$ cat config.mk
export PLATFORM = sky130hd
export DESIGN_NAME = uart_tx_fifo
export DESIGN_NICKNAME = d
export VERILOG_FILES = /design/src/rtl/uart_pkg.sv /design/src/rtl/uart_fifo.sv /design/src/rtl/uart_tx_fifo.sv
export SDC_FILE = /design/constraint.sdc
export NUM_CORES = 1
export LEC_CHECK = 0
export ABC_AREA = 1
export CORE_ASPECT_RATIO = 0.8
export CORE_MARGIN = 3
export CORE_UTILIZATION = 40
export DETAILED_ROUTE_END_ITERATION = 12
export PLACE_DENSITY_LB_ADDON = 0.3
export SLEW_MARGIN = 40
export SYNTH_ARGS = -nofsm -noshare
export SYNTH_HDL_FRONTEND = slang
export SYNTH_HIERARCHICAL = 1
export SYNTH_SLANG_ARGS = --single-unit
export TNS_END_PERCENT = 10
$ cat constraint.sdc
create_clock -name clk_i -period 2.5 [get_ports clk_i]
set_input_delay 0.5 -clock clk_i [delete_from_list [all_inputs] [get_ports clk_i]]
set_output_delay 0.5 -clock clk_i [all_outputs]
set_load 0.05 [all_outputs]
$ cat src/rtl/uart_pkg.sv
// Shared state type and divider/frame helpers for the FIFO-fed UART transmitter.
// The PARITY state exists only when UART_TX_PARITY_EN is defined.
package uart_pkg;

  typedef enum logic [2:0] {
    IDLE   = 3'd0,
    START  = 3'd1,
    DATA   = 3'd2,
`ifdef UART_TX_PARITY_EN
    PARITY = 3'd3,
`endif
    STOP   = 3'd4
  } tx_state_e;

  // Clock cycles per bit, truncated.
  function automatic int uart_div(input int clk_khz, input int bitstream);
    return (clk_khz * 1000) / bitstream;
  endfunction

  function automatic int uart_frame_bits(input int data_amount, input int stop_bits);
`ifdef UART_TX_PARITY_EN
    return 1 + data_amount + 1 + stop_bits;
`else
    return 1 + data_amount + stop_bits;
`endif
  endfunction

endpackage

$ cat src/rtl/uart_fifo.sv
// Single-clock synchronous FIFO; DEPTH must be a power of two so the pointers wrap naturally.
module uart_fifo #(
  parameter int WIDTH = 8,
  parameter int DEPTH = 4
) (
  input  logic                     clk,
  input  logic                     rst,
  input  logic                     push,
  input  logic                     pop,
  input  logic [WIDTH-1:0]         wdata,
  output logic [WIDTH-1:0]         rdata,
  output logic                     full,
  output logic                     empty,
  output logic [$clog2(DEPTH):0]   level
);

  localparam int AW = $clog2(DEPTH);

  logic [WIDTH-1:0] mem [DEPTH];
  logic [AW-1:0]    wr_ptr;
  logic [AW-1:0]    rd_ptr;
  logic             do_push;
  logic             do_pop;

  assign full    = (level == (AW+1)'(DEPTH));
  assign empty   = (level == '0);
  assign do_push = push && !full;
  assign do_pop  = pop && !empty;
  assign rdata   = mem[rd_ptr];

  // Storage is not reset; the level counter alone defines which entries are valid.
  always_ff @(posedge clk) begin
    if (do_push) mem[wr_ptr] <= wdata;
  end

  always_ff @(posedge clk or posedge rst) begin
    if (rst) begin
      wr_ptr <= '0;
      rd_ptr <= '0;
      level  <= '0;
    end else begin
      if (do_push) wr_ptr <= wr_ptr + 1'b1;
      if (do_pop)  rd_ptr <= rd_ptr + 1'b1;
      if (do_push && !do_pop)      level <= level + 1'b1;
      else if (do_pop && !do_push) level <= level - 1'b1;
    end
  end

endmodule

$ cat src/rtl/uart_tx_fifo.sv
// UART transmitter fed by a valid/ready FIFO; frames run back-to-back while words are queued.
// Optional parity bit is compiled in with UART_TX_PARITY_EN.
module uart_tx_fifo
  import uart_pkg::*;
#(
  parameter int CLK_kHZ     = 50000,
  parameter int BITSTREAM   = 9600,
  parameter int DATA_AMOUNT = 8,
  parameter int STOP_BITS   = 1,
  parameter int DEPTH       = 4,
  parameter int PARITY_ODD  = 0
) (
  input  logic                     clk_i,
  input  logic                     arst_i,
  input  logic                     valid_i,
  input  logic [DATA_AMOUNT-1:0]   data_i,
  output logic                     ready_o,
  output logic                     busy_o,
  output logic [$clog2(DEPTH):0]   level_o,
  output logic                     tx_o
);

  localparam int DIV = uart_div(CLK_kHZ, BITSTREAM);
  localparam int CW  = (DIV > 1) ? $clog2(DIV) : 1;

  if (DATA_AMOUNT < 5 || DATA_AMOUNT > 9 || STOP_BITS < 1 || STOP_BITS > 2 ||
      DEPTH < 2 || (DEPTH & (DEPTH - 1)) != 0 || PARITY_ODD < 0 || PARITY_ODD > 1 ||
      DIV < 2) begin : g_param_check
    $error("uart_tx_fifo: illegal parameter combination");
  end

  tx_state_e              state;
  tx_state_e              state_next;
  logic [CW-1:0]          baud_cnt;
  logic [3:0]             bit_cnt;
  logic [DATA_AMOUNT-1:0] shift;
  logic [DATA_AMOUNT-1:0] fifo_data;
  logic                   bit_end;
  logic                   last_data;
  logic                   last_stop;
  logic                   push;
  logic                   pop;
  logic                   fifo_full;
  logic                   fifo_empty;
`ifdef UART_TX_PARITY_EN
  logic                   parity_bit;
`endif

  assign ready_o   = !fifo_full;
  assign push      = valid_i && ready_o;
  assign busy_o    = (state != IDLE);
  assign bit_end   = (baud_cnt == CW'(DIV - 1));
  assign last_data = (bit_cnt == 4'(DATA_AMOUNT - 1));
  assign last_stop = (bit_cnt == 4'(STOP_BITS - 1));

  uart_fifo #(
    .WIDTH (DATA_AMOUNT),
    .DEPTH (DEPTH)
  ) u_fifo (
    .clk   (clk_i),
    .rst   (arst_i),
    .push  (push),
    .pop   (pop),
    .wdata (data_i),
    .rdata (fifo_data),
    .full  (fifo_full),
    .empty (fifo_empty),
    .level (level_o)
  );

  // tx_o is decoded from state so an asynchronous reset forces the line high at once.
  always_comb begin
    state_next = state;
    pop        = 1'b0;
    tx_o       = 1'b1;
    case (state)
      IDLE: begin
        if (!fifo_empty) begin
          state_next = START;
          pop        = 1'b1;
        end
      end
      START: begin
        tx_o = 1'b0;
        if (bit_end) state_next = DATA;
      end
      DATA: begin
        tx_o = shift[0];
`ifdef UART_TX_PARITY_EN
        if (bit_end && last_data) state_next = PARITY;
`else
        if (bit_end && last_data) state_next = STOP;
`endif
      end
`ifdef UART_TX_PARITY_EN
      PARITY: begin
        tx_o = parity_bit;
        if (bit_end) state_next = STOP;
      end
`endif
      STOP: begin
        if (bit_end && last_stop) begin
          if (!fifo_empty) begin
            state_next = START;
            pop        = 1'b1;
          end else begin
            state_next = IDLE;
          end
        end
      end
      default: state_next = IDLE;
    endcase
  end

  // Bit counter restarts on every state change, so it indexes data bits and stop bits alike.
  always_ff @(posedge clk_i or posedge arst_i) begin
    if (arst_i) begin
      state    <= IDLE;
      baud_cnt <= '0;
      bit_cnt  <= '0;
      shift    <= '0;
    end else begin
      state <= state_next;
      if (state == IDLE || bit_end) baud_cnt <= '0;
      else                          baud_cnt <= baud_cnt + 1'b1;
      if (state_next != state) bit_cnt <= '0;
      else if (bit_end)        bit_cnt <= bit_cnt + 1'b1;
      if (pop)                          shift <= fifo_data;
      else if (state == DATA && bit_end) shift <= shift >> 1;
    end
  end

`ifdef UART_TX_PARITY_EN
  always_ff @(posedge clk_i or posedge arst_i) begin
    if (arst_i)   parity_bit <= 1'b0;
    else if (pop) parity_bit <= (^fifo_data) ^ (PARITY_ODD != 0);
  end
`endif

endmodule

==> run metrics, run 1 <==
worst-margin pin slew 0.498 ns; total global-route track usage 0.142; wire per inst 11.8 um; Worst Hold Class in -> async; crit path DAT 2.58 ns; Area Overhead vs Synth 16.3%; hpwl dp 4260 um; Die H 87.4 um; Final setup viols 0; leakage 1.77 nW; #FFs+latches synth 67; row cnt 29; clock buffer depth 2; Avg Cell Area, Syn 9.17 um^2; die area 9410 um^2; ranking of synthesized cells by area edfxtp_1, dfrtp_1, nand2_1, inv_1, nand3_1; startpoint type of the worst setup path flop; DR iter-0 viols 131; clk slew on worst S/H paths roughly 0.080 ns; clk_skew 0.0121 ns; Post-route DRC 0; yosys warns 6; Core Region 7980 um^2; Distinct cells, synth 32; vias in the first global route 2152; via count 2313; port bufs 16; RePlAce Congestion 0.793; antenna cells 0; post-synthesis compound-gate area fraction 0.0601; antenna viol nets, final 0; initial antenna violation count 0; mux cell area share after synthesis 0; xor and xnor area share after synthesis 0.0159; share of cells above drive strength 1 0.125; worst path cell trace inv_1 -> ha_1 -> nor3b_1 -> nand3_1 -> nand2_2 -> nand2_4 -> inv_8 -> nand2_1 -> ha_1 -> inv_1 -> fa_1 -> nand2_1 -> o21ai_0; pins over their slew limit 0; TritonRoute pass-1 iters 6; commonest non-fill, non-tap cell in the layout nand2_1; total CTS buffers 9; Critical Path Sink Type flop; sequential cell area fraction in the yosys report 0.555; CP max-delay cell fa_1; outcome completed; area post-placement 3610 um^2; DR vias/cell approximately 4.6; NumNets Final a little over 400; fin crit share 0.944; clock root buffer clkbuf_8; clk_lat worst skew 0.34 ns; grt total ovfl 0; Simple-Gate Fraction of Synth Area 0.235; Synth top area share 0.290; final WL 5980 um; peak supply drop about 0.00044 V; Final Power 2.91 mW; # hold bufs at CTS 0; largest net degree at the start of global routing 34; final hold vios 0; Ports 17; power per cell area around 760 nW/um^2; H-tree Lvls 3; CP Max Fanout 11; largest family of logic cells by synthesized area simple AND/OR/NAND/NOR gates; CP Class reg -> reg; first-pass GRT wire length 10400 um; f_max 424 MHz; max-cap violation count 0; CTS tree done; slowest cell delay on critical path 0.41 ns; WP data required ~2.7 ns; Sink Count 67; Initial Utilization 0.415; Die Wd 108 um; Synth Area in Adders 0.0363; Cell Area, Synth 3310 um^2; Worst slew margin 0.667; finished layout cell area 3850 um^2; most frequent cells in the layout nand2_1, inv_1, dfrtp_1, edfxtp_1; post-layout min period about 2.4 ns; Syn Nets 381; post-synth top area cell edfxtp_1; cells after synthesis approximately 360
-- area by class of cell --
type / instances / area (um^2)
timing repair buffer: 26 / 234
inverter: 73 / 282
fill: 742 / 4130
sequential: 67 / 1840
clock buffer: 9 / 124
tap: 108 / 135
clock inverter: 7 / 83.8
multi-input combinational: 217 / 1150
-- registers in the layout (all words and copies together), names as in the netlist --
name / flops
u_fifo/mem: 32
baud_cnt: 13
shift: 8
bit_cnt: 4
state: 3
u_fifo/level: 3
u_fifo/rd_ptr: 2
u_fifo/wr_ptr: 2
-- power by group --
part | internal [mW] | switching (mW) | total (mW)
clock network | 0.477 | 0.449 | 0.927
logic | 0.219 | 0.386 | 0.605
registers | 1.31 | 0.0674 | 1.38
-- worst max-delay path: cells and delay by family (launching register included) --
kind | cells | cell delay (ns)
adder cells (fa/ha/maj) | 3 | 0.75
AO/OA/AOI/OAI | 1 | 0.06
AND/OR/NAND/NOR | 6 | 0.77
buffers and inverters | 3 | 0.29
flip-flops | 1 | 0.39
-- routing by layer --
layer | vias up | wire (um) | GRT usage | part of all wire
met2 | 32 | 2600 | 0.208 | 0.43
met3 | 8 | 210 | 0.0385 | 0.035
met4 | 0 | 91 | 0.0528 | 0.015
li1 | 1228 | - | - | -
met5 | - | 0 | 0 | 0
met1 | 1045 | 3080 | 0.202 | 0.52
-- path summary, 6_finish.rpt --
| path | from | end | slack, ns | cells after the start |
|---|---|---|---|---|
| hold reg to reg | baud_cnt[0] | baud_cnt[0] | 0.46 | 1 |
| hold / removal | arst_i | u_fifo/rd_ptr[0] | 0.42 | 2 |
| setup reg to reg | bit_cnt[0] | u_fifo/level[1] | 0.14 | 13 |
| setup / recovery | bit_cnt[0] | u_fifo/level[1] | 0.14 | 13 |
| min in group clk_i | baud_cnt[0] | baud_cnt[0] | 0.46 | 1 |
| max in group asynchronous | arst_i | shift[3] | 1.66 | 3 |
-- repair_timing --
item,4_1_cts,5_1_grt
gates resized for setup,1,3
setup buffers,0,3
setup endpoints to repair,1,3
pin swaps,0,1
-- metrics by stage --
| step | util | std cells | hold WS, ns | setup TNS (ns) | worst slack (ns) |
|---|---|---|---|---|---|
| 3_5_place_dp | 0.453 | 488 | 0.456 | 0 | 0.121 |
| 6_report | 0.482 | 507 | 0.416 | 0 | 0.140 |
| 5_1_grt | 0.482 | 507 | 0.426 | -0.00555 | -0.00555 |
| 4_1_cts | 0.478 | 504 | 0.406 | 0 | 0.0794 |
| 3_3_place_gp | 0.453 | 488 | 0.443 | 0 | 0.188 |
| 2_1_floorplan | - | 361 | 0.303 | 0 | 0.149 |
-- cell families (layout without fill, tap and decap cells) --
logic type / Yosys count / count (layout)
and+or+nand+nor: 171 / 171
buffers and inverters: 77 / 115
DFF: 67 / 67
AOI/OAI and AO/OA: 31 / 31
adders and majority gates: 9 / 9
xor gates and xnor gates: 6 / 6
-- Yosys cell counts, drive strengths merged --
cell type,count
a21oi,7
inv,71
clkbuf,1
o21ai,6
edfxtp,32
o21a,1
o22ai,1
xor2,4
ha,8
fa,1
dfrtp,35
buf,3
nand2,91
xnor2,2
o211ai,16
nor2,36
nand3,31
nor3,8
nand4,3
clkinv,2
nor3b,2
No activity file was read; power rests on OpenSTA's default activity.
==> run 2, diff against run 1 <==
--- a/config.mk
+++ b/config.mk
@@ -10,7 +10,6 @@
 export CORE_MARGIN = 3
 export CORE_UTILIZATION = 40
 export DETAILED_ROUTE_END_ITERATION = 12
-export PLACE_DENSITY_LB_ADDON = 0.3
 export SLEW_MARGIN = 40
 export SYNTH_ARGS = -nofsm -noshare
 export SYNTH_HDL_FRONTEND = slang
==> run 2 against run 1 <==
  * Final cell count decreased by 0.79%
  * Combinational power increased by 2%
  * Worst hold slack improved by 0.011 ns
  * Core utilization decreased by 0.24 points
  * Die area unchanged
  * Sequential share of layout area increased by 0.23 points
  * Global-route usage decreased by 0.45 points
==> run metrics, run 2 (synthesis gave the netlist of run 1 again) <==
outcome completed; Top Registers u_fifo/mem x32, baud_cnt x13, shift x8; port bufs 16; largest net degree at the start of global routing 34; path depth of the worst reg2reg path 15; startpoint type of the worst setup path flop; row cnt 29; Die H 87.4 um; H-tree Lvls 3; clock buffer depth 2; clk slew on worst S/H paths around 0.070 ns; final WL 6020 um; RePlAce Congestion approximately 0.83; TritonRoute pass-1 iters 4; Post-route DRC 0; most frequent cells in the layout nand2_1, inv_1, dfrtp_1, edfxtp_1, nor2_1; worst-margin pin slew 0.506 ns; Final Power 2.90 mW; CP Class reg -> reg; worst r2r dst u_fifo/level[1]; Ports 17; CP Max Fanout 11; R2R Path Start baud_cnt[0]; wire per inst 12.0 um; NumNets Final 410; Sink Count 67; Initial Utilization 0.415; via count 2349; DR iter-0 viols 136; WP data required 2.71 ns; Worst Hold Class in -> async; max-cap violation count 0; pre-CTS WS about 0.093 ns; fin crit share 0.953; area post-placement around 3600 um^2; Area Overhead vs Synth 15.7%; Critical Path Sink Type flop; Final setup viols 0; finished layout cell area 3830 um^2; leakage 1.74 nW; share of cells above drive strength 1 0.124; post-layout min period 2.38 ns; Core Region 7980 um^2; Largest Register u_fifo/mem; f_max 420 MHz; total CTS buffers 9; CTS tree done; first-pass GRT wire length 10100 um; final hold vios 0; setup slack after layout 0.119 ns; initial antenna violation count 0; pins over their slew limit 0; antenna viol nets, final 0; hpwl dp 4310 um; clock root buffer clkbuf_8; DR vias/cell 4.67; power per cell area approximately 760 nW/um^2; peak supply drop 0.000550 V; antenna cells 0; FF-to-FF setup slack 0.12 ns; RSZ-0062 raised after global routing yes; crit path DAT 2.59 ns; total global-route track usage 0.137; max FFs per register 32; die area approximately 9400 um^2; vias in the first global route 2180; grt total ovfl 0; Worst slew margin 0.662; clk_skew 0.00956 ns; commonest non-fill, non-tap cell in the layout nand2_1; Die Wd 108 um; clk_lat worst skew 0.34 ns
## run 2: cell types whose count changed in the layout (fill, tap and decap cells not counted)
| cell | delta |
|---|---|
| buf_4 | -4 |
| inv_8 | -2 |
| nand3_1 | -2 |
| nand3_2 | +2 |
| clkinv_1 | +1 |
| clkinv_4 | +1 |
| dlygate4sd2_1 | -1 |
| dlymetal6s2s_1 | +1 |
| ha_1 | -1 |
| ha_2 | +1 |
| nor3b_1 | -1 |
| nor3b_2 | +1 |
## run 2: critical path: stages, from the launching register on
cell      delay (ns)
dfrtp_1         0.37
ha_2            0.19
nand2_2         0.08
inv_2           0.07
nand2_1         0.06
nor2_2          0.14
nand3_2         0.10
nand2_2         0.10
nand2_4         0.09
clkinv_4        0.09
nand2_1         0.07
ha_1            0.19
inv_1           0.09
fa_1            0.42
nand2_1         0.09
o21ai_0         0.09
## run 2: how the worst max path moves through the flow
stage,start,end,slack (ns),depth (start not counted)
after floorplan,state[1],tx_o,0.15,5
after global placement,baud_cnt[0],u_fifo/level[2],0.19,17
after detailed placement,baud_cnt[0],u_fifo/level[2],0.09,17
after CTS,state[0],busy_o,0.01,5
after global routing,u_fifo/level[1],u_fifo/level[2],-0.09,16
final,baud_cnt[0],u_fifo/level[1],0.12,15
## run 2: layer usage
layer | part of all wire | routed length (um) | GRT usage
met1 | 0.51 | 3050 | 0.191
met2 | 0.45 | 2710 | 0.205
met3 | 0.035 | 210 | 0.0437
met4 | 0.0075 | 45 | 0.0436
met5 | 0 | 0 | 0
## run 2: repair_timing
item                                    in CTS  in global routing
hold buffers                                 0                  0
buffers inserted                             0                  0
resized for setup                            0                  7
endpoints found under the setup margin       0                  4
## run 2: cell type report
class	count	area, um^2
clock buffer	9	124
inverter	73	279
tap	108	135
multi-input combinational	217	1170
sequential	67	1840
fill	769	4150
timing repair buffer	22	208
clock inverter	7	76.3
## run 2: through the flow
stage,hold WS (ns),utilization,cells,TNS [ns]
floorplan,0.303,-,361,0
global placement,0.443,0.452,487,0
detailed placement,0.453,0.452,487,0
CTS,0.419,0.477,503,0
global route,0.450,0.480,503,-0.153
finish,0.427,0.480,503,0
## run 2: where the power goes
part | switching, mW | internal [mW]
Combinational | 0.404 | 0.215
Clock | 0.431 | 0.467
Sequential | 0.0719 | 1.31
==> run 3, diff against run 2 <==
--- a/config.mk
+++ b/config.mk
@@ -6,7 +6,7 @@
 export NUM_CORES = 1
 export LEC_CHECK = 0
 export ABC_AREA = 1
-export CORE_ASPECT_RATIO = 0.8
+export CORE_ASPECT_RATIO = 0.75
 export CORE_MARGIN = 3
 export CORE_UTILIZATION = 40
 export DETAILED_ROUTE_END_ITERATION = 12
==> run 3 against run 2 <==
  * Sequential share of layout area down 0.54 points
  * Clock-buffer cell count unchanged
  * Combinational power decreased by 0.8%
  * Cell area increased by 1.1%
==> run metrics, run 3 (synthesis gave the netlist of run 1 again) <==
Ports 17; Final Power 2.85 mW; path depth of the worst reg2reg path 15; TritonRoute pass-1 iters 4; DR iter-0 viols 128; NumNets Final 419; Worst Hold Class in -> async; clock buffer depth 2; final hold vios 0; initial antenna violation count 0; largest net degree at the start of global routing 34; die area approximately 9400 um^2; Critical Path Sink Type output pin; total global-route track usage 0.140; WP data required approximately 2 ns; max-cap violation count 0; pre-CTS WS 0.0811 ns; area post-placement 3600 um^2; setup slack after layout 0.103 ns; peak supply drop 0.000419 V; Die Wd 111 um; CTS tree done; grt total ovfl 0; Core Region 7950 um^2; clk_skew 0.00893 ns; Area Overhead vs Synth 17.0%; power per cell area 734 nW/um^2; clk slew on worst S/H paths 0.07 ns; pins over their slew limit 0; fin crit share 0.959; Util after Layout 0.487; DR vias/cell 4.62; hpwl dp 4250 um; port bufs 16; CP Class reg -> out; Final setup viols 0; H-tree Lvls 3; CP Max Fanout 4; Initial Utilization 0.416; total CTS buffers 9; antenna cells 0; wire per inst 12.0 um; Top Registers u_fifo/mem x32, baud_cnt x13, shift x8; worst-margin pin slew 0.509 ns; post-layout min period ~2.4 ns; share of cells above drive strength 1 0.146; startpoint type of the worst setup path flop; vias in the first global route 2238; first-pass GRT wire length 10600 um; Largest Register u_fifo/mem; most frequent cells in the layout nand2_1, inv_1, dfrtp_1, edfxtp_1, nor2_1; row cnt 28; clock root buffer clkbuf_8; clk_lat worst skew 0.34 ns; Worst slew margin 0.660; outcome completed; leakage between 1.5 and 2 nW; Post-route DRC 0; f_max 417 MHz; max FFs per register 32; finished layout cell area 3870 um^2; crit path DAT 1.90 ns; via count 2349; antenna viol nets, final 0; RePlAce Congestion 0.836; final WL 6090 um; Die H 84.8 um; Sink Count 67; commonest non-fill, non-tap cell in the layout nand2_1
## run 3: what timing repair did
| item | 4_1_cts | 5_1_grt |
|---|---|---|
| hold buffers | 0 | 0 |
| setup buffers | 0 | 9 |
| setup endpoints to repair | 1 | 2 |
| pin swaps | 0 | 6 |
| gates resized for setup | 1 | 9 |
## run 3: worst paths after layout
check	endpoint	startpoint	slack, ns
max reg2reg	u_fifo/level[1]	baud_cnt[0]	0.19
max in group asynchronous	shift[5]	arst_i	1.66
min	u_fifo/wr_ptr[0]	arst_i	0.43
max	ready_o	u_fifo/level[0]	0.10
min reg2reg	baud_cnt[0]	baud_cnt[0]	0.46
min in group clk_i	baud_cnt[0]	baud_cnt[0]	0.46
## run 3: critical path: stages (launching register included)
cell and delay (ns):
dfrtp_1 0.44, inv_1 0.08, nand3_1 0.13, inv_1 0.07, inv_1 0.05, clkdlybuf4s50_1 0.79
## run 3: stage by stage
| stage | hold WS [ns] | setup TNS (ns) | cells |
|---|---|---|---|
| 2_1_floorplan | 0.303 | 0 | 361 |
| 3_3_place_gp | 0.443 | 0 | 484 |
| 3_5_place_dp | 0.454 | 0 | 484 |
| 4_1_cts | 0.427 | 0 | 499 |
| 5_1_grt | 0.466 | -0.0217 | 508 |
| 6_report | 0.425 | 0 | 508 |
## run 3: layout make-up
class,instances,area (um^2)
flip-flops and latches,67,1840
inverters,73,282
well taps,105,131
repair buffers,31,269
fillers,740,4080
clock inverters,6,57.6
multi-input cells,217,1170
clock buffers,9,124
## run 3: power by group
| group | internal [mW] | switching (mW) |
|---|---|---|
| combinational | 0.218 | 0.396 |
| sequential | 1.31 | 0.0674 |
| clock | 0.446 | 0.406 |
| total | 1.98 | 0.869 |
## run 3: per-layer routing
| layer | global-route usage | wire (um) | vias to the layer above |
|---|---|---|---|
| li1 | - | - | 1232 |
| met1 | 0.202 | 3160 | 1072 |
| met2 | 0.205 | 2580 | 43 |
| met3 | 0.0483 | 320 | 2 |
| met4 | 0.0298 | 23 | 0 |
| met5 | 0 | 0 | - |
==> edit, RTL diff (settings of run 2) <==
Re-encode `tx_state_e` (4 states) as Gray code, 2 bits wide.
--- a/src/rtl/uart_pkg.sv
+++ b/src/rtl/uart_pkg.sv
@@ -4,6 +4,6 @@
 
-  typedef enum logic [2:0] {
-    IDLE   = 3'd0,
-    START  = 3'd1,
-    DATA   = 3'd2,
+  typedef enum logic [1:0] {
+    IDLE   = 2'b00,
+    START  = 2'b01,
+    DATA   = 2'b11,
 `ifdef UART_TX_PARITY_EN
@@ -11,3 +11,3 @@
 `endif
-    STOP   = 3'd4
+    STOP   = 2'b10
   } tx_state_e;
Check against the original RTL: no difference found for any inputs over 10 cycles, from zero or initial values and one cycle with arst_i high; not proved beyond that.
==> edit against run 2 <==
  * Total power down 0.55%
  * Final area down 2.4%
  * Sequential cell count down 1
  * Setup slack better by 0.034 ns
  * Wire length down 7.6%
  * Synthesized area down 2.3%
  * Sequential share of layout area up 0.49 points
  * Critical endpoint is now busy_o
  * Largest cell class unchanged
  * Largest power group unchanged
  * Highest routed layer unchanged
==> edit: results (changes against run 2) <==
Finish:
- The share of post-route cells with drive strength above 1 was 10.6% (was 12.4%).
- The layout filler cell count came to 741 (was 769).
- The final standard cell count with taps included and fillers excluded is 493 (was 503).
- The final net count came to 403 (was 410).

Global routing:
- The met1 layer usage reported by global route is 18.1% (was 19.1%).
- The aggregate global-route resource usage came to 13.6% (was 13.7%).
- The met2 capacity usage during global routing came to 21.4% (was 20.5%).
- The number of global-route vias before repair is 2,125 (was 2,180).
- The wire length of the first global-routing pass came to 9810 um (was 10,100 um).
- The met3 demand-to-capacity share in global routing is 4.10% (was 4.37%).

Routing:
- The total met2 wirelength after detailed routing is 2510 um (was 2710 um).
- The total iterations of the first detailed-routing run is 5 (was 4).
- The met3 wirelength from detailed routing came to 205 um (was 210 um).
- The total via count in the routed design came to 2,260 (was 2,349).
- The violation count after the first detailed-routing iteration is 121 (was 136).

Power:
- The maximum VDD drop is 445 uV (was 550 uV).
- The areal power density over the cells is 771 mW/mm2 (was 757 mW/mm2).
- The part of the power in combinational logic is 20.7% (was 21.3%).
- The leakage power figure is 1.68 nW (was 1.74 nW).

Synthesis:
- Leading cell types by count after synthesis: sky130_fd_sc_hd__nand2_1, sky130_fd_sc_hd__inv_1, sky130_fd_sc_hd__dfrtp_1, sky130_fd_sc_hd__nand3_1 (was sky130_fd_sc_hd__nand2_1, sky130_fd_sc_hd__inv_1, sky130_fd_sc_hd__dfrtp_1, sky130_fd_sc_hd__edfxtp_1).
- The post-synthesis area per instance came to 9.13 um2 (was 9.17 um2).
- The sequential area share after synthesis is 56.0% (was 55.5%).
- The number of synthesized flops with an enable pin is 32 (unchanged).
- The unique cell type count in the Yosys netlist is 30 (was 32).

Status:
- Run status: finished clean (unchanged).

STA:
- The worst clock skew is 0.0120 ns (was 0.00956 ns).
- The headroom to the max-slew limit is 66.7% (was 66.2%).

Placed design:
- The final HPWL from detailed placement is 3980 um (was 4310 um).
- The worst slack at placement is 0.193 ns (was 0.0926 ns).
- The placed standard-cell area is 0.00352 mm2 (was 0.00360 mm2).

Setup path:
- The slowest cell on the critical path is sky130_fd_sc_hd__clkdlybuf4s50_1 (was sky130_fd_sc_hd__fa_1).
- The highest net fanout along the worst path is 7 (was 11).
- The data arrival at the endpoint of the critical path is 1.85 ns (was 2.59 ns).
- The delay contributed by the slowest stage of the critical path is 0.82 ns (was 0.42 ns).
- The top cell family by delay on the critical path is buffers and inverters (was adder cells).

Clock network:
- The clock-pin slew on the worst setup and hold paths is 0.09 ns (was 0.07 ns).
[edit: path summary, 6_finish.rpt]
path,from,endpoint,slack (ns),cells after the start
hold reg to reg,baud_cnt[0],baud_cnt[0],0.47,1
setup / recovery,state[0],busy_o,0.15,3
setup reg to reg,baud_cnt[0],u_fifo/level[2],0.25,17
max in group asynchronous,arst_i,baud_cnt[8],1.68,3
hold / removal,arst_i,u_fifo/rd_ptr[0],0.42,2
min in group clk_i,baud_cnt[0],baud_cnt[0],0.47,1
[edit: layout make-up]
class                      count  area [um2]  share of cell area (%)
tap                          105         131                    3.51
clock inverter                 7        83.8                    2.24
inverter                      69         260                    6.96
sequential                    66        1810                    48.4
multi-input combinational    213        1110                    29.6
clock buffer                   9         124                    3.31
timing repair buffer          24         223                    5.96
[edit: kinds of logic after synthesis]
family / count (synthesis) / share of synthesized area, %
simple gates: 174 / 23.9
buf+inv: 75 / 9.91
flops: 66 / 56.0
compound gates: 26 / 5.34
fa+ha+maj: 9 / 3.72
xor+xnor: 4 / 1.08
